==> config.mk <==
export PLATFORM = sky130hd
export DESIGN_NAME = jtag_dtm_tap_flat
export DESIGN_NICKNAME = d
export VERILOG_FILES = /design/src/rtl/jtag_dtm_tap_if.sv /design/src/rtl/jtag_dtm_tap.sv /design/src/flat_wrapper.sv
export SDC_FILE = /design/constraint.sdc
export NUM_CORES = 1
export LEC_CHECK = 0
export ABC_AREA = 1
export BUFFER_PORTS_ARGS = -buffer_cell sky130_fd_sc_hd__buf_4
export CELL_PAD_IN_SITES_DETAIL_PLACEMENT = 0
export CELL_PAD_IN_SITES_GLOBAL_PLACEMENT = 1
export CORE_AREA = 5 5 143 145
export CTS_CLUSTER_SIZE = 14
export DETAILED_ROUTE_END_ITERATION = 8
export DIE_AREA = 0 0 148 150
export GPL_ROUTABILITY_DRIVEN = 0
export PLACE_DENSITY = 0.69
export SETUP_SLACK_MARGIN = 0.05
export SYNTH_ARGS = -nofsm -noshare
export SYNTH_HDL_FRONTEND = slang
export SYNTH_SLANG_ARGS = --single-unit
==> constraint.sdc <==
create_clock -name clk -period 1.53 [get_ports clk]
set_input_delay 0 -clock clk [delete_from_list [all_inputs] [get_ports clk]]
set_output_delay 0 -clock clk [all_outputs]
set_load 0.02 [all_outputs]
==> src/rtl/jtag_dtm_tap_if.sv <==
// Debug-module request/response port between the DTM (master) and the debug module (slave).
// Both directions use valid/ready; a transfer completes on a rising edge with valid&ready.
interface jtag_dtm_tap_if #(
  parameter int ABITS    = 5,
  parameter int DR_WIDTH = ABITS + 36
);
  logic                dtm_req_valid;
  logic                dtm_req_ready;
  logic [DR_WIDTH-1:0] dtm_req_bits;
  logic                dtm_resp_valid;
  logic                dtm_resp_ready;
  logic [35:0]         dtm_resp_bits;

  modport master (
    output dtm_req_valid, dtm_req_bits, dtm_resp_ready,
    input  dtm_req_ready, dtm_resp_valid, dtm_resp_bits
  );

  modport slave (
    input  dtm_req_valid, dtm_req_bits, dtm_resp_ready,
    output dtm_req_ready, dtm_resp_valid, dtm_resp_bits
  );
endinterface

==> src/rtl/jtag_dtm_tap.sv <==
// JTAG TAP + RISC-V DTM: scans IR/DR on TCK; a DEBUG_ACCESS Update-DR raises a request one cycle later,
// held until dtm_req_ready; the response is taken in WAIT and scans meanwhile report busy (op=3).
module jtag_dtm_tap #(
  parameter logic [31:0] IDCODE_VALUE = 32'h1000_0001,
  parameter int          ABITS        = 5,
  parameter int          DR_WIDTH     = ABITS + 36
) (
  input  logic            clk,
  input  logic            reset_n,
  input  logic            tms,
  input  logic            tdi,
  output logic            tdo,
  output logic            tdo_en,
  jtag_dtm_tap_if.master  dmi
);

  typedef enum logic [3:0] {
    TEST_LOGIC_RESET = 4'h0, RUN_TEST_IDLE = 4'h1, SELECT_DR = 4'h2, CAPTURE_DR = 4'h3,
    SHIFT_DR         = 4'h4, EXIT1_DR      = 4'h5, PAUSE_DR  = 4'h6, EXIT2_DR   = 4'h7,
    UPDATE_DR        = 4'h8, SELECT_IR     = 4'h9, CAPTURE_IR = 4'hA, SHIFT_IR  = 4'hB,
    EXIT1_IR         = 4'hC, PAUSE_IR      = 4'hD, EXIT2_IR  = 4'hE, UPDATE_IR  = 4'hF
  } tap_state_t;

  typedef enum logic [1:0] {REQ_IDLE, REQ_REQ, REQ_WAIT} req_state_t;
  typedef enum logic [1:0] {SEL_IDCODE, SEL_DTM_INFO, SEL_DMI, SEL_BYPASS} dr_sel_t;

  localparam logic [4:0] IR_IDCODE   = 5'b00001;
  localparam logic [4:0] IR_DTM_INFO = 5'b10000;
  localparam logic [4:0] IR_DMI      = 5'b10001;

  tap_state_t          tap_state;
  req_state_t          req_state;
  logic [4:0]          ir;
  logic [4:0]          ir_shift;
  logic [DR_WIDTH-1:0] dr_shift;
  logic                sticky_busy;
  logic [ABITS-1:0]    last_addr;
  logic [33:0]         resp_data;
  logic [1:0]          resp_code;

  dr_sel_t             dr_sel;
  logic                in_flight;
  logic [1:0]          cap_op;
  logic [1:0]          upd_op;
  logic [DR_WIDTH-1:0] dr_capture;
  logic [DR_WIDTH-1:0] dr_shifted;

  assign in_flight = (req_state != REQ_IDLE);
  assign cap_op    = (sticky_busy || in_flight) ? 2'd3 : resp_code;
  assign upd_op    = dr_shift[1:0];

  always_comb begin
    dr_sel = SEL_BYPASS;
    case (ir)
      IR_IDCODE:   dr_sel = SEL_IDCODE;
      IR_DTM_INFO: dr_sel = SEL_DTM_INFO;
      IR_DMI:      dr_sel = SEL_DMI;
      default:     dr_sel = SEL_BYPASS;
    endcase
  end

  // tdi always enters at the MSB of the selected register's own length.
  always_comb begin
    dr_capture = '0;
    dr_shifted = '0;
    case (dr_sel)
      SEL_IDCODE: begin
        dr_capture = {{(DR_WIDTH-32){1'b0}}, IDCODE_VALUE};
        dr_shifted = {{(DR_WIDTH-32){1'b0}}, tdi, dr_shift[31:1]};
      end
      SEL_DTM_INFO: begin
        dr_capture = {{(DR_WIDTH-32){1'b0}}, 20'b0, (sticky_busy ? 2'd3 : 2'd0), 6'(ABITS), 4'h1};
        dr_shifted = {{(DR_WIDTH-32){1'b0}}, tdi, dr_shift[31:1]};
      end
      SEL_DMI: begin
        dr_capture = {last_addr, resp_data, cap_op};
        dr_shifted = {tdi, dr_shift[DR_WIDTH-1:1]};
      end
      default: begin
        dr_capture = '0;
        dr_shifted = {{(DR_WIDTH-1){1'b0}}, tdi};
      end
    endcase
  end

  assign tdo_en = (tap_state == SHIFT_DR) || (tap_state == SHIFT_IR);
  assign tdo    = (tap_state == SHIFT_DR) ? dr_shift[0] :
                  (tap_state == SHIFT_IR) ? ir_shift[0] : 1'b0;

  always_ff @(posedge clk or negedge reset_n) begin
    if (!reset_n) begin
      tap_state          <= TEST_LOGIC_RESET;
      req_state          <= REQ_IDLE;
      ir                 <= IR_IDCODE;
      ir_shift           <= '0;
      dr_shift           <= '0;
      sticky_busy        <= 1'b0;
      last_addr          <= '0;
      resp_data          <= '0;
      resp_code          <= '0;
      dmi.dtm_req_valid  <= 1'b0;
      dmi.dtm_req_bits   <= '0;
      dmi.dtm_resp_ready <= 1'b0;
    end else begin
      case (tap_state)
        TEST_LOGIC_RESET: tap_state <= tms ? TEST_LOGIC_RESET : RUN_TEST_IDLE;
        RUN_TEST_IDLE:    tap_state <= tms ? SELECT_DR : RUN_TEST_IDLE;
        SELECT_DR:        tap_state <= tms ? SELECT_IR : CAPTURE_DR;
        CAPTURE_DR:       tap_state <= tms ? EXIT1_DR : SHIFT_DR;
        SHIFT_DR:         tap_state <= tms ? EXIT1_DR : SHIFT_DR;
        EXIT1_DR:         tap_state <= tms ? UPDATE_DR : PAUSE_DR;
        PAUSE_DR:         tap_state <= tms ? EXIT2_DR : PAUSE_DR;
        EXIT2_DR:         tap_state <= tms ? UPDATE_DR : SHIFT_DR;
        UPDATE_DR:        tap_state <= tms ? SELECT_DR : RUN_TEST_IDLE;
        SELECT_IR:        tap_state <= tms ? TEST_LOGIC_RESET : CAPTURE_IR;
        CAPTURE_IR:       tap_state <= tms ? EXIT1_IR : SHIFT_IR;
        SHIFT_IR:         tap_state <= tms ? EXIT1_IR : SHIFT_IR;
        EXIT1_IR:         tap_state <= tms ? UPDATE_IR : PAUSE_IR;
        PAUSE_IR:         tap_state <= tms ? EXIT2_IR : PAUSE_IR;
        EXIT2_IR:         tap_state <= tms ? UPDATE_IR : SHIFT_IR;
        default:          tap_state <= tms ? SELECT_DR : RUN_TEST_IDLE;
      endcase

      case (req_state)
        REQ_REQ: if (dmi.dtm_req_ready) begin
          dmi.dtm_req_valid  <= 1'b0;
          dmi.dtm_resp_ready <= 1'b1;
          req_state          <= REQ_WAIT;
        end
        REQ_WAIT: if (dmi.dtm_resp_valid) begin
          resp_data          <= dmi.dtm_resp_bits[35:2];
          resp_code          <= dmi.dtm_resp_bits[1:0];
          dmi.dtm_resp_ready <= 1'b0;
          req_state          <= REQ_IDLE;
        end
        default: ;
      endcase

      case (tap_state)
        TEST_LOGIC_RESET: begin
          ir          <= IR_IDCODE;
          sticky_busy <= 1'b0;
        end
        CAPTURE_IR: ir_shift <= 5'b00001;
        SHIFT_IR:   ir_shift <= {tdi, ir_shift[4:1]};
        UPDATE_IR:  ir       <= ir_shift;
        CAPTURE_DR: dr_shift <= dr_capture;
        SHIFT_DR:   dr_shift <= dr_shifted;
        UPDATE_DR: begin
          // An access that collides with an outstanding one is lost; sticky_busy records that.
          if (dr_sel == SEL_DMI) begin
            if (in_flight) begin
              sticky_busy <= 1'b1;
            end else if (!sticky_busy && (upd_op == 2'd1 || upd_op == 2'd2)) begin
              dmi.dtm_req_bits  <= dr_shift;
              dmi.dtm_req_valid <= 1'b1;
              last_addr         <= dr_shift[DR_WIDTH-1 -: ABITS];
              req_state         <= REQ_REQ;
            end
          end else if (dr_sel == SEL_DTM_INFO && dr_shift[16]) begin
            sticky_busy <= 1'b0;
          end
        end
        default: ;
      endcase
    end
  end

endmodule

==> src/flat_wrapper.sv <==
// flat-port wrapper written by rule: the top's interface ports become plain ports
module jtag_dtm_tap_flat 
#(
  parameter logic [31:0] IDCODE_VALUE = 32'h1000_0001,
  parameter int          ABITS        = 5,
  parameter int          DR_WIDTH     = ABITS + 36
)
  (clk, reset_n, tms, tdi, tdo, tdo_en, dmi_dtm_req_valid, dmi_dtm_req_bits, dmi_dtm_resp_ready, dmi_dtm_req_ready, dmi_dtm_resp_valid, dmi_dtm_resp_bits);
  jtag_dtm_tap_if #(.ABITS(ABITS), .DR_WIDTH(DR_WIDTH)) dmi_i ();
  input  logic clk;
  input  logic reset_n;
  input  logic tms;
  input  logic tdi;
  output logic tdo;
  output logic tdo_en;
  output wire logic [$bits(dmi_i.dtm_req_valid)-1:0] dmi_dtm_req_valid;
  output wire logic [$bits(dmi_i.dtm_req_bits)-1:0] dmi_dtm_req_bits;
  output wire logic [$bits(dmi_i.dtm_resp_ready)-1:0] dmi_dtm_resp_ready;
  input wire logic [$bits(dmi_i.dtm_req_ready)-1:0] dmi_dtm_req_ready;
  input wire logic [$bits(dmi_i.dtm_resp_valid)-1:0] dmi_dtm_resp_valid;
  input wire logic [$bits(dmi_i.dtm_resp_bits)-1:0] dmi_dtm_resp_bits;
  assign dmi_dtm_req_valid = dmi_i.dtm_req_valid;
  assign dmi_dtm_req_bits = dmi_i.dtm_req_bits;
  assign dmi_dtm_resp_ready = dmi_i.dtm_resp_ready;
  assign dmi_i.dtm_req_ready = dmi_dtm_req_ready;
  assign dmi_i.dtm_resp_valid = dmi_dtm_resp_valid;
  assign dmi_i.dtm_resp_bits = dmi_dtm_resp_bits;
  jtag_dtm_tap #(.IDCODE_VALUE(IDCODE_VALUE), .ABITS(ABITS), .DR_WIDTH(DR_WIDTH)) u_core (.clk(clk), .reset_n(reset_n), .tms(tms), .tdi(tdi), .tdo(tdo), .tdo_en(tdo_en), .dmi(dmi_i));
endmodule
* Word-level counts from Yosys, hierarchy flattened *
Index checks and enable logic that the tools add are counted.

word-level totals
  logic and storage cells = 104
  flip-flop bits (word level) = 142
  output and inout bits = 45

operators by class
  reductions and logical operators = 21
  muxes and demuxes = 43
  equal/unequal tests = 27
  bitwise logic cells = 1

operators with widths
  cell                                                              count
  41-bit case mux with 2 select lines                               2
  41-bit case mux with 3 select lines                               1
  4-bit case mux with 11 select lines                               1
  4-bit == test (second input constant)                             8
  2-bit 2-to-1 mux                                                  11
  5-bit case mux with 2 select lines                                2
  4-bit by 3-bit == test with 1-bit output (second input constant)  4
  1-bit 2-to-1 mux                                                  16
  4-bit 2-to-1 mux                                                  4
  2-bit nonzero test                                                6
  5-bit == test (second input constant)                             2
  4-bit by 2-bit == test with 1-bit output (second input constant)  2
  2-bit by 1-bit == test with 1-bit output (second input constant)  3
  2-bit == test (second input constant)                             3
  3-bit 2-to-1 mux                                                  2
  2-bit case mux with 3 select lines                                1
  3-bit AND reduction                                               2
  2-bit OR reduction                                                3
  5-bit by 1-bit == test with 1-bit output (second input constant)  1
  4-bit zero test                                                   1
  2-bit != test (second input constant)                             2
  1-bit case mux with 2 select lines                                2
  2-bit case mux with 2 select lines                                1
  4-bit AND reduction                                               1
  other kinds (8)                                                   11

* Logic depth before layout (Yosys ltp) *
Gate-level depths: netlist of the first run.

  depth after elaboration = 7
  depth in mapped cells = 10
  mapped depth without buffers = 9

* Worst setup path after synthesis of the first run *
No wires, ideal clock.

  path kind = register to register
  start = register u_core.ir[0]
  end = register u_core.dmi.dtm_req_bits[32]
  path buffers = 1
  setup slack = 0.020 ns
  arrival = 1.392 ns
  setup time = 0.118 ns
  cell stages (with the launch flop) = 9
  required time = 1.412 ns
  cell sequence = dfstp_2 > nand2_2 > nor2_4 > nand2_4 > nor2_4 > nand3_4 > clkbuf_8 > nand2_1 > o21ai_2

on the way
  cells in the longest elaborated chain, start to end = 4
  elaborated cells between the ends (all ways) = 6
  classes of those cells = eq/ne: 4; mux: 1; reduce/logical: 1

RTL lines
  element                                                                           RTL line               source
  from (decl)                                                                       jtag_dtm_tap.sv:33     logic [4:0] ir;
  from (signal assigned)                                                            jtag_dtm_tap.sv:146    UPDATE_IR: ir <= ir_shift;
  5-bit == test / 5-bit by 1-bit == test with 1-bit output (equally long branches)  jtag_dtm_tap.sv:54     case (ir)
  2-bit case mux with 3 select lines *                                              jtag_dtm_tap.sv:54
  2-bit == test *                                                                   jtag_dtm_tap.sv:151    if (dr_sel == SEL_DMI) begin
  4-bit AND reduction (no source line) *                                            --
  to (signal assigned)                                                              jtag_dtm_tap.sv:155    dmi.dtm_req_bits <= dr_shift;
  to (decl)                                                                         jtag_dtm_tap_if.sv:15  output dtm_req_valid, dtm_req_bits, dtm_resp_ready,

Every way passes the cells marked *; elsewhere a longest branch is shown, timed or not.
A chain may end at the register's enable or synchronous reset.

* Final worst setup path of the first run *
  start = register u_core.tap_state[0]
  end = register u_core.dmi.dtm_req_bits[32]

on the way
  cells in the longest elaborated chain, start to end = 2

RTL lines
  element                               RTL line             source
  from (decl)                           jtag_dtm_tap.sv:31   tap_state_t tap_state;
  from (signal assigned)                jtag_dtm_tap.sv:106  TEST_LOGIC_RESET: tap_state <= tms ? TEST_LOGIC_RESET : RUN_TEST_IDLE;
  from (signal assigned)                jtag_dtm_tap.sv:107  RUN_TEST_IDLE: tap_state <= tms ? SELECT_DR : RUN_TEST_IDLE;
  from (signal assigned)                jtag_dtm_tap.sv:108  SELECT_DR: tap_state <= tms ? SELECT_IR : CAPTURE_DR;
  4-bit == test                         jtag_dtm_tap.sv:139  case (tap_state)
  4-bit AND reduction (no source line)  --

Every way passes these cells.

==> metrics.yaml, run 1 <==
grt:
  grt-ovfl-total: 0
  first_global_vias: 5140
  grt.total_usage_pct: 15.33
  grt_max_degree: 53
  grt_first_pass_wirelength_mm: 26.96
  antenna_found_initial: 0
timing:
  max_freq_mhz: 655.5
  setup_viol: 0
  final_hold_viol_count: 0
  skew_ns: 0.008890
  tightest_slew_ns: 0.5387
  rsz0062_at_grt: "yes"
  max_slew_margin_pct: 64.09
  finalCritPeriodShare_pct: 99.70
  slew_viol_final: 0
  fin_crit_ns: 1.525
  worst_slack_ns: 0.004541
yosys:
  ys_seq_elements: 137
  synth.cell_area_sq_um: 6381
  yosysTopAreaCell: "dfrtp_1"
  yosysWarnings: 0
  syn_nets: 743
  synth_seq_area_share_pct: 53.75
  synth_cells: 698
  synth.distinct_cells: 34
  avgSynthCellArea_sq_um: 9.142
  synth_top_area_share_pct: 53.33
  synth_area_leaders: "dfrtp_1, nand2_1, mux2_2, inv_1, o21ai_2"
final_layout:
  final_util_pct: 46.70
  fillers: 1844
  drive_gt1_share_pct: 33.22
  area_growth_pct: 39.63
  fin_nets: 911
  diodes: 0
  final_area_sq_um: 8910
power:
  p_seq_share_pct: 36.5
  p_sw_mw: 4.984
  leakagePower_nw: 4.261
  combPwrFrac_pct: 34.0
  p_sw_share_pct: 34.67
  p_int_mw: 9.390
  power_frac_clock_pct: 29.5
  p_per_area_nw_per_um2: 1613
  ir_drop_v: 0.0008073
worst_setup_path:
  cp_slowest_cell: "dfrtp_1"
  worstReg2RegEnd: "u_core.dmi.dtm_req_bits[32]"
  max_stage_delay_ns: 0.42
  critPathCaptureType: "flip-flop"
  ff2ff_path_depth: 9
  crit_chain: "nor2_4, buf_6, inv_1, nor2_2, buf_4, nand3_4, buf_12, nand2_1, o21ai_2"
  critPathMaxFanout: 46
  cp.required_ns: 1.83
  crit_arrival_ns: 1.82
  r2r-start: "u_core.tap_state[0]"
  worstSetupStartpoint: "u_core.tap_state[0]"
  cp-start-kind: "flip-flop"
  critPathKind: "flip-flop to flip-flop"
  rrSetupSlack_ns: 0.005
drt:
  drtIter0Drc: 286
  antenna_left: 0
  wl_per_cell_microns: 14.55
  routed_wl_mm: 16.25
  vias_per_cell: 4.664
  drc: 0
  via_count: 5210
  first_pass_iters: 4
clocking:
  cts.path.max_buffers: 2
  clock_latency_ns: 0.41
  root_buffer: "clkbuf_16"
  clk_pin_slew_worst_paths_ns: 0.06
  numCtsBuffers: 17
  htree_levels: 4
  cts_tree: "yes"
  cts_sinks: 137
hold_path:
  hp-class: "input port to async pin"
place:
  pre_cts_ws_ns: -0.04823
  portBuffers: 86
  hpwl_mm: 11.27
  placed_area_sq_um: 7532
floorplanning:
  fp.dieW_microns: 148
  core_sq_um: 19080
  die_area_sq_um: 22200
  start_util_pct: 33.44
  die_h_microns: 150
  ios: 87
  rows: 51
run_status:
  status: "complete, no violations"
run:
  maxCapViolations: 0
[how the worst max path moves through the flow]
stage,slack (ns),endpoint,cells past startpoint
floorplan,0.04,u_core.dmi.dtm_req_bits[32],8
global placement,-0.01,u_core.dr_shift[21],8
detailed placement,-0.05,u_core.dr_shift[23],8
CTS,-0.02,tdo_en,6
global route,-0.10,u_core.dr_shift[31],8
finish,0.005,u_core.dmi.dtm_req_bits[32],9
[layer usage]
metal | global-route usage (%) | up-vias | routed length, microns
li1 | - | 2607 | -
met1 | 20.83 | 2507 | 7728
met2 | 24.91 | 88 | 7784
met3 | 3.240 | 8 | 593
met4 | 4.296 | 0 | 147
met5 | 0 | - | 0
[through the flow]
step	power, mW	setup TNS (ns)	cells	hold slack (ns)
final	14.37	0	1117	0.1165
after global routing	15.33	-3.229	1117	0.1760
after CTS	14.34	-0.03218	1115	0.1177
after detailed placement	9.644	-0.4327	1032	0.002530
after global placement	9.610	-0.1243	1032	-0.001845
after floorplan	7.907	0	698	-0.2956
[placed cells by master, fill, tap and decap left out, types with 7 or more instances in the layout]
cell / synthesis / final
nand2_1: 177 / 168
dfrtp_1: 136 / 135
buf_4: 3 / 113
inv_1: 75 / 71
dlygate4sd3_1: 0 / 41
o21ai_0: 41 / 37
o21ai_1: 32 / 35
nor2_1: 43 / 34
mux2_2: 31 / 31
nand3_1: 47 / 30
o21ai_2: 28 / 28
clkbuf_16: 0 / 17
nand3_2: 0 / 16
a21oi_1: 15 / 15
buf_12: 0 / 12
buf_6: 10 / 10
nand2_2: 3 / 9
o22ai_1: 9 / 9
nor2_2: 1 / 8
inv_2: 4 / 7
nor2_4: 4 / 7
[state kept, by name (all words and copies together) (netlist names)]
register	flops
u_core.tap_state	4
u_core.dr_shift	41
u_core.req_state	2
u_core.resp_data	34
u_core.last_addr	4
u_core.dmi.dtm_req_valid	1
u_core.dmi.dtm_resp_ready	1
u_core.ir	5
u_core.resp_code	2
u_core.dmi.dtm_req_bits	37
u_core.ir_shift	5
u_core.sticky_busy	1
[logic make-up (layout without fill, tap and decap cells)]
logic type / Yosys count / in the layout / synth area share [%]
and+or+nand+nor: 286 / 287 / 19.39
DFF: 137 / 137 / 53.75
AOI/OAI and AO/OA: 131 / 131 / 12.31
buffers and inverters: 110 / 290 / 8.490
muxes: 31 / 31 / 5.471
adders and majority gates: 3 / 3 / 0.5883
[layout make-up]
class | count | area (sq um) | area share [%]
Inverter | 80 | 317.8 | 3.567
Sequential cell | 137 | 3431 | 38.51
Clock inverter | 12 | 146.4 | 1.643
Multi-Input combinational cell | 452 | 2609 | 29.28
Clock buffer | 20 | 466.7 | 5.238
Timing Repair Buffer | 178 | 1642 | 18.42
Tap cell | 238 | 297.8 | 3.342
[cells in the mapped netlist]
cell      count
o21ai_2      28
ha_1          3
or2_2         1
nor2_8        1
nor2_1       43
buf_2        12
nand2_4       3
nand4_1       3
dfstp_2       1
inv_2         4
o21a_1        1
mux2_2       31
clkbuf_8      2
nor3_1        2
a31oi_1       1
inv_1        75
buf_1         1
dfrtp_1     136
o21ai_0      41
buf_4         3
clkbuf_2      2
o31ai_1       1
o211ai_1      3
nor2_2        1
nand2_2       3
o22ai_1       9
clkinv_4      1
nand3_1      47
o21ai_1      32
nand3_4       1
a21oi_1      15
nand2_1     177
nor2_4        4
buf_6        10
[power groups by stage]
stage	sequential, mW	clock (mW)	combinational, mW
after detailed placement	5.27	0	4.38
final	5.24	4.24	4.89
after global routing	5.37	4.51	5.45
after CTS	5.21	4.34	4.80
after global placement	5.26	0	4.35
after floorplan	5.14	0	2.77
[worst max-delay path: cells and delay by family, from the launching register on]
kind / cells / cell delay (ns)
compound gates: 1 / 0.05
buf+inv: 4 / 0.49
flops: 1 / 0.42
simple gates: 4 / 0.44
[what timing repair did]
action                                 4_1_cts  5_1_grt
pin swaps                                   11        9
gates resized for setup                     30       42
setup buffers                                7        2
hold buffers                                41        0
endpoints found under the hold margin      183        0
setup endpoints to repair                   64      106
cloned                                       3        0
Power figures use the tool's default switching activity.
==> run 2: changes to the inputs <==
--- a/config.mk
+++ b/config.mk
@@ -14,7 +14,7 @@
 export DETAILED_ROUTE_END_ITERATION = 8
 export DIE_AREA = 0 0 148 150
 export GPL_ROUTABILITY_DRIVEN = 0
-export PLACE_DENSITY = 0.69
+export PLACE_DENSITY = 0.67
 export SETUP_SLACK_MARGIN = 0.05
 export SYNTH_ARGS = -nofsm -noshare
 export SYNTH_HDL_FRONTEND = slang
==> constraint.sdc (replaced) <==
create_clock -name clk -period 1.75 [get_ports clk]
set_input_delay 0 -clock clk [delete_from_list [all_inputs] [get_ports clk]]
set_output_delay 0 -clock clk [all_outputs]
set_load 0.02 [all_outputs]
==> metrics.yaml, run 2 (synthesis results as in run 1) <==
floorplanning:
  rows: 51  # unchanged
  die_area_sq_um: 22200  # unchanged
  core_sq_um: 19080  # unchanged
  start_util_pct: 33.44  # unchanged
  die_h_microns: 150  # unchanged
  ios: 87  # unchanged
  fp.dieW_microns: 148  # unchanged
power:
  p_int_mw: 8.025  # -15%
  combPwrFrac_pct: 30.0  # -4.0 points
  p_sw_share_pct: 34.18  # -0.50 points
  p_total_mw: 12.19  # -15%
  leakagePower_nw: 4.055  # -4.8%
  ir_drop_v: 0.0007137  # -12%
  p_per_area_nw_per_um2: 1445  # -10%
  p_sw_mw: 4.166  # -16%
  power_frac_clock_pct: 32.4  # +2.9 points
  p_seq_share_pct: 37.6  # +1.1 points
drt:
  antenna_left: 0  # unchanged
  drtIter0Drc: 272  # -4.9%
  wl_per_cell_microns: 14.90  # +2.4%
  vias_per_cell: 4.733  # +1.5%
  routed_wl_mm: 16.20  # -0.34%
  via_count: 5145  # -1.2%
  first_pass_iters: 4  # unchanged
  drc: 0  # unchanged
final_layout:
  drive_gt1_share_pct: 26.50  # -6.7 points
  largest_register_ffs: 41  # unchanged
  area_growth_pct: 32.24
  largest-register: "u_core.dr_shift"
  final_cell_mix: "nand2_1, dfrtp_1, buf_4"
  reg.largest.list: "u_core.dr_shift x41, u_core.dmi.dtm_req_bits x37, u_core.resp_data x34"
  mostFrequentLayoutCell: "nand2_1"
  final_cells: 1087  # -2.7%
  fin_nets: 881  # -3.3%
  final_area_sq_um: 8438  # -5.3%
  diodes: 0  # unchanged
timing:
  tightest_slew_ns: 0.4196  # -0.1191 ns
  slew_viol_final: 0  # unchanged
  fin_crit_ns: 1.615
  finalCritPeriodShare_pct: 92.30
  final_hold_viol_count: 0  # unchanged
  tns_ns: 0  # unchanged
  rsz0062_at_grt: "no"
  max_slew_margin_pct: 72.03  # +7.9 points
  max_freq_mhz: 619.1
  setup_viol: 0  # unchanged
  worst_slack_ns: 0.1348  # +0.1303 ns
  skew_ns: 0.009956  # +0.001067 ns
clocking:
  htree_levels: 4  # unchanged
  cts_tree: "yes"
  cts_sinks: 137  # unchanged
  clk_pin_slew_worst_paths_ns: 0.06  # about the same
  root_buffer: "clkbuf_16"
  cts.path.max_buffers: 2  # unchanged
  numCtsBuffers: 17  # unchanged
  clock_latency_ns: 0.42  # about the same
place:
  placed_area_sq_um: 7300  # -3.1%
  pre_cts_ws_ns: 0.05274  # +0.1010 ns
  hpwl_mm: 11.17  # -0.84%
  portBuffers: 86  # unchanged
  placedCellCount: 1009  # -2.2%
worst_setup_path:
  ff2ff_path_depth: 8  # -1
  critPathKind: "flip-flop to output pin"
  worstReg2RegEnd: "u_core.dmi.dtm_req_bits[18]"
  max_stage_delay_ns: 0.43  # about the same
  cp-start-kind: "flip-flop"
  r2r-start: "u_core.tap_state[0]"
  critPathMaxFanout: 33  # -28%
  rrSetupSlack_ns: 0.16  # +0.16 ns
  crit_arrival_ns: 1.62  # -0.20 ns
  critPathCaptureType: "output pin"
  crit_chain: "nor2_4, nand2_4, buf_12, o21ai_2, buf_4"
  cp.required_ns: 1.75  # -0.08 ns
  cp_slowest_cell: "dfrtp_1"
grt:
  antenna_found_initial: 0  # unchanged
  grt-ovfl-total: 0  # unchanged
  grt.total_usage_pct: 14.91  # -0.42 points
  grt_max_degree: 47  # -11%
  grt_first_pass_wirelength_mm: 26.47  # -1.8%
  first_global_vias: 5156  # +0.31%
run_status:
  status: "complete, no violations"
run:
  maxCapViolations: 0  # unchanged
hold_path:
  hp-class: "input port to async pin"
==> run 2: changes by cell type in the layout (fill, tap and decap cells not counted), sizes merged <==
cell / change
nor2: -1
clkbuf: +2
clkinv: -4
bufinv: +2
buf: -29
==> run 2: worst max-delay path by stage <==
stage	startpoint	to	slack [ns]	cells after the start
detailed placement	u_core.tap_state[1]	u_core.dr_shift[9]	0.05	8
finish	u_core.tap_state[0]	tdo	0.13	5
floorplan	u_core.ir[0]	u_core.dmi.dtm_req_bits[32]	0.24	8
CTS	u_core.ir[0]	u_core.dmi.dtm_req_bits[18]	0.05	8
global route	u_core.tap_state[0]	u_core.req_state[1]	0.06	9
global placement	u_core.ir[0]	u_core.dr_shift[15]	0.11	8
==> run 2: repair_timing <==
action                     in CTS  in global routing
hold buffers                   41                  0
setup endpoints to repair       8                 49
pin swaps                       1                  2
resized for setup               5                 10
hold endpoints to repair      182                  0
buffers inserted                2                  3
==> run 2: cell type report <==
cell class | instances | area [sq um]
Fill cell | 1863 | 10640
Sequential cell | 137 | 3432
Multi-Input combinational cell | 451 | 2452
Timing Repair Buffer | 149 | 1304
Clock buffer | 22 | 454.2
Inverter | 80 | 307.8
Tap cell | 238 | 297.8
Clock inverter | 10 | 190.2
==> run 2: metrics by stage <==
step	utilization, %	hold slack, ns
after global placement	38.26	-0.04886
after floorplan	-	-0.2956
after global routing	44.23	0.09421
final	44.23	0.06520
after CTS	43.92	0.07392
after detailed placement	38.26	-0.04970
==> run 2: power by group through the flow <==
stage,clock (mW),sequential (mW),combinational [mW]
detailed placement,0,4.63,3.49
CTS,4.02,4.59,3.64
floorplan,0,4.49,2.43
global placement,0,4.62,3.41
finish,3.95,4.58,3.66
global route,4.18,4.67,4.12
==> run 2: layer usage <==
layer	routed length, microns	global-route usage, %
met2	8049	25.21
met4	114	3.187
met1	7404	19.50
met5	0	0
met3	630	3.695
==> run 2: worst max-delay path, delay by kind of cell (launching register included) <==
kind	cells	cell delay, ns
AND/OR/NAND/NOR	2	0.26
buffers and inverters	2	0.34
AO/OA/AOI/OAI	1	0.15
flip-flops	1	0.43
==> run 3: changes to the inputs <==
--- a/config.mk
+++ b/config.mk
@@ -15,6 +15,7 @@
 export DIE_AREA = 0 0 148 150
 export GPL_ROUTABILITY_DRIVEN = 0
 export PLACE_DENSITY = 0.67
+export REMOVE_ABC_BUFFERS = 1
 export SETUP_SLACK_MARGIN = 0.05
 export SYNTH_ARGS = -nofsm -noshare
 export SYNTH_HDL_FRONTEND = slang
==> metrics.yaml, run 3 (synthesis results as in run 1) <==
place:
  hpwl_mm: 10.50  # -6.0%
  placedCellCount: 1009  # unchanged
  pre_cts_ws_ns: 0.01553  # -0.03722 ns
  placed_area_sq_um: 7300  # unchanged
  portBuffers: 86  # unchanged
grt:
  grt-busiest-layer: "met2"
  grt-ovfl-total: 0  # unchanged
  grt.total_usage_pct: 14.64  # -0.27 points
  grt_use_met1_pct: 19.13  # -0.37 points
  met2_usage_pct: 24.27  # -0.94 points
  antenna_found_initial: 0  # unchanged
  grt_use_met3_pct: 3.876  # +0.18 points
  grt_first_pass_wirelength_mm: 25.85  # -2.3%
  first_global_vias: 5063  # -1.8%
  grt_max_degree: 83  # +77%
worst_setup_path:
  critPathMaxFanout: 5  # -85%
  crit_arrival_ns: 2.01  # +0.39 ns
  r2r-start: "u_core.ir[0]"
  cp_num_buf_inv: 2  # unchanged
  cp-start-kind: "flip-flop"
  critPathKind: "flip-flop to flip-flop"
  cp_slowest_cell: "dfstp_2"
  rrSetupSlack_ns: 0.05  # -0.11 ns
  worstReg2RegEnd: "u_core.dmi.dtm_req_bits[28]"
  critPathTopFamily: "simple AND/OR/NAND/NOR gates"
  critPathCaptureType: "flip-flop"
  cp.required_ns: 2.06  # +0.31 ns
  crit_chain: "nand2_2, nor2_4, nand2_4, nor2_4, nand3_4, buf_12, clkbuf_16, nand2_2, o21ai_2"
  ff2ff_path_depth: 9  # +1
  max_stage_delay_ns: 0.55  # +0.12 ns
run_status:
  status: "complete, no violations"
drt:
  first_pass_iters: 7  # +3
  via_count: 5255  # +2.1%
  wl_per_cell_microns: 16.03  # +7.6%
  drtIter0Drc: 255  # -6.3%
  antenna_left: 0  # unchanged
  routed_wl_mm: 17.68  # +9.2%
  drc: 0  # unchanged
  vias_per_cell: 4.764  # +0.66%
clocking:
  clock_latency_ns: 0.42  # about the same
  clk_pin_slew_worst_paths_ns: 0.06  # about the same
  cts_tree: "yes"
  root_buffer: "clkbuf_16"
  htree_levels: 4  # unchanged
  numCtsBuffers: 17  # unchanged
  cts.path.max_buffers: 2  # unchanged
  cts_sinks: 137  # unchanged
final_layout:
  drive_gt1_share_pct: 31.33  # +4.8 points
  final_area_sq_um: 8792  # +4.2%
  largest-register: "u_core.dr_shift"
  final_cells: 1103  # +1.5%
  final_util_pct: 46.08  # +1.9 points
  reg.largest.list: "u_core.dr_shift x41, u_core.dmi.dtm_req_bits x37, u_core.resp_data x34"
  fin_nets: 897  # +1.8%
  final_cell_mix: "nand2_1, dfrtp_1, buf_4"
  area_growth_pct: 37.78
  diodes: 0  # unchanged
  largest_register_ffs: 41  # unchanged
  mostFrequentLayoutCell: "nand2_1"
power:
  p_total_mw: 11.72  # -3.9%
  p_seq_share_pct: 39.0  # +1.4 points
  combPwrFrac_pct: 31.6  # +1.6 points
  p_per_area_nw_per_um2: 1333  # -7.8%
  leakagePower_nw: 4.208  # +3.8%
  ir_drop_v: 0.0006629  # -7.1%
  power_frac_clock_pct: 29.5  # -2.9 points
  p_int_mw: 7.513  # -6.4%
  p_sw_share_pct: 35.88  # +1.7 points
  p_sw_mw: 4.205  # +0.92%
timing:
  tns_ns: 0  # unchanged
  final_hold_viol_count: 0  # unchanged
  max_freq_mhz: 588.5  # -4.9%
  tightest_slew_ns: 0.6119  # +0.1923 ns
  finalCritPeriodShare_pct: 97.10  # +4.8 points
  whs_ns: 0.1247  # +0.05955 ns
  rsz0062_at_grt: "yes"
  max_slew_margin_pct: 59.21  # -13 points
  setup_viol: 0  # unchanged
  worst_slack_ns: 0.05081  # -0.08402 ns
  slew_viol_final: 0  # unchanged
  skew_ns: 0.007720  # -0.002236 ns
  fin_crit_ns: 1.699  # +0.08402 ns
run:
  maxCapViolations: 0  # unchanged
floorplanning:
  core_sq_um: 19080  # unchanged
  ios: 87  # unchanged
  die_area_sq_um: 22200  # unchanged
  start_util_pct: 33.44  # unchanged
  fp.dieW_microns: 148  # unchanged
  rows: 51  # unchanged
  die_h_microns: 150  # unchanged
hold_path:
  hp-class: "input port to async pin"
[run 3: changes by cell type in the layout (fill, tap and decap cells not counted), sizes merged]
| cell | change |
|---|---|
| buf | +9 |
| bufinv | -4 |
| clkbuf | +4 |
| clkinv | +3 |
| inv | +3 |
| nand3 | +1 |
[run 3: repair_timing]
action	CTS	global route
pin swaps	1	4
hold endpoints to repair	103	0
endpoints found under the setup margin	20	67
resized for setup	3	56
hold buffers	41	0
setup buffers	1	6
gates cloned	0	14
[run 3: worst max-delay path by stage]
stage | slack [ns] | endpoint | from | cells past startpoint
final | 0.05 | u_core.dmi.dtm_req_bits[28] | u_core.ir[0] | 9
after global routing | -0.02 | u_core.dmi.dtm_req_bits[23] | u_core.ir[0] | 9
after CTS | 0.04 | tdo | u_core.tap_state[2] | 6
after floorplan | -0.39 | u_core.dr_shift[26] | u_core.tap_state[2] | 8
after detailed placement | 0.02 | u_core.dr_shift[16] | u_core.ir[0] | 8
after global placement | 0.008 | u_core.dr_shift[16] | u_core.ir[0] | 8
[run 3: power groups by stage]
stage	Sequential, mW	Clock, mW	Combinational, mW
after CTS	4.54	3.54	3.61
final	4.57	3.45	3.70
after global placement	4.57	0	3.40
after floorplan	4.50	0	2.23
after detailed placement	4.59	0	3.46
after global routing	4.68	3.69	4.14
[run 3: layout make-up]
cell class	count	area, sq um
fillers	1819	10290
clock buffers	20	456.7
inverters	80	307.8
well taps	238	297.8
clock inverters	12	115.1
flip-flops and latches	137	3432
multi-input cells	452	2594
repair buffers	164	1589
[run 3: layer usage]
layer	part of all wire [%]	wire [microns]	up-vias
li1	-	-	2577
met1	44	7848	2526
met2	48	8516	139
met3	6.2	1098	13
met4	1.2	220	0
met5	0	0	-
[run 3: worst reg2reg max path: cells and delay by family (launching register included)]
| kind | cells | cell delay, ns |
|---|---|---|
| buf+inv | 2 | 0.37 |
| compound gates | 1 | 0.05 |
| simple gates | 6 | 0.64 |
| flops | 1 | 0.55 |
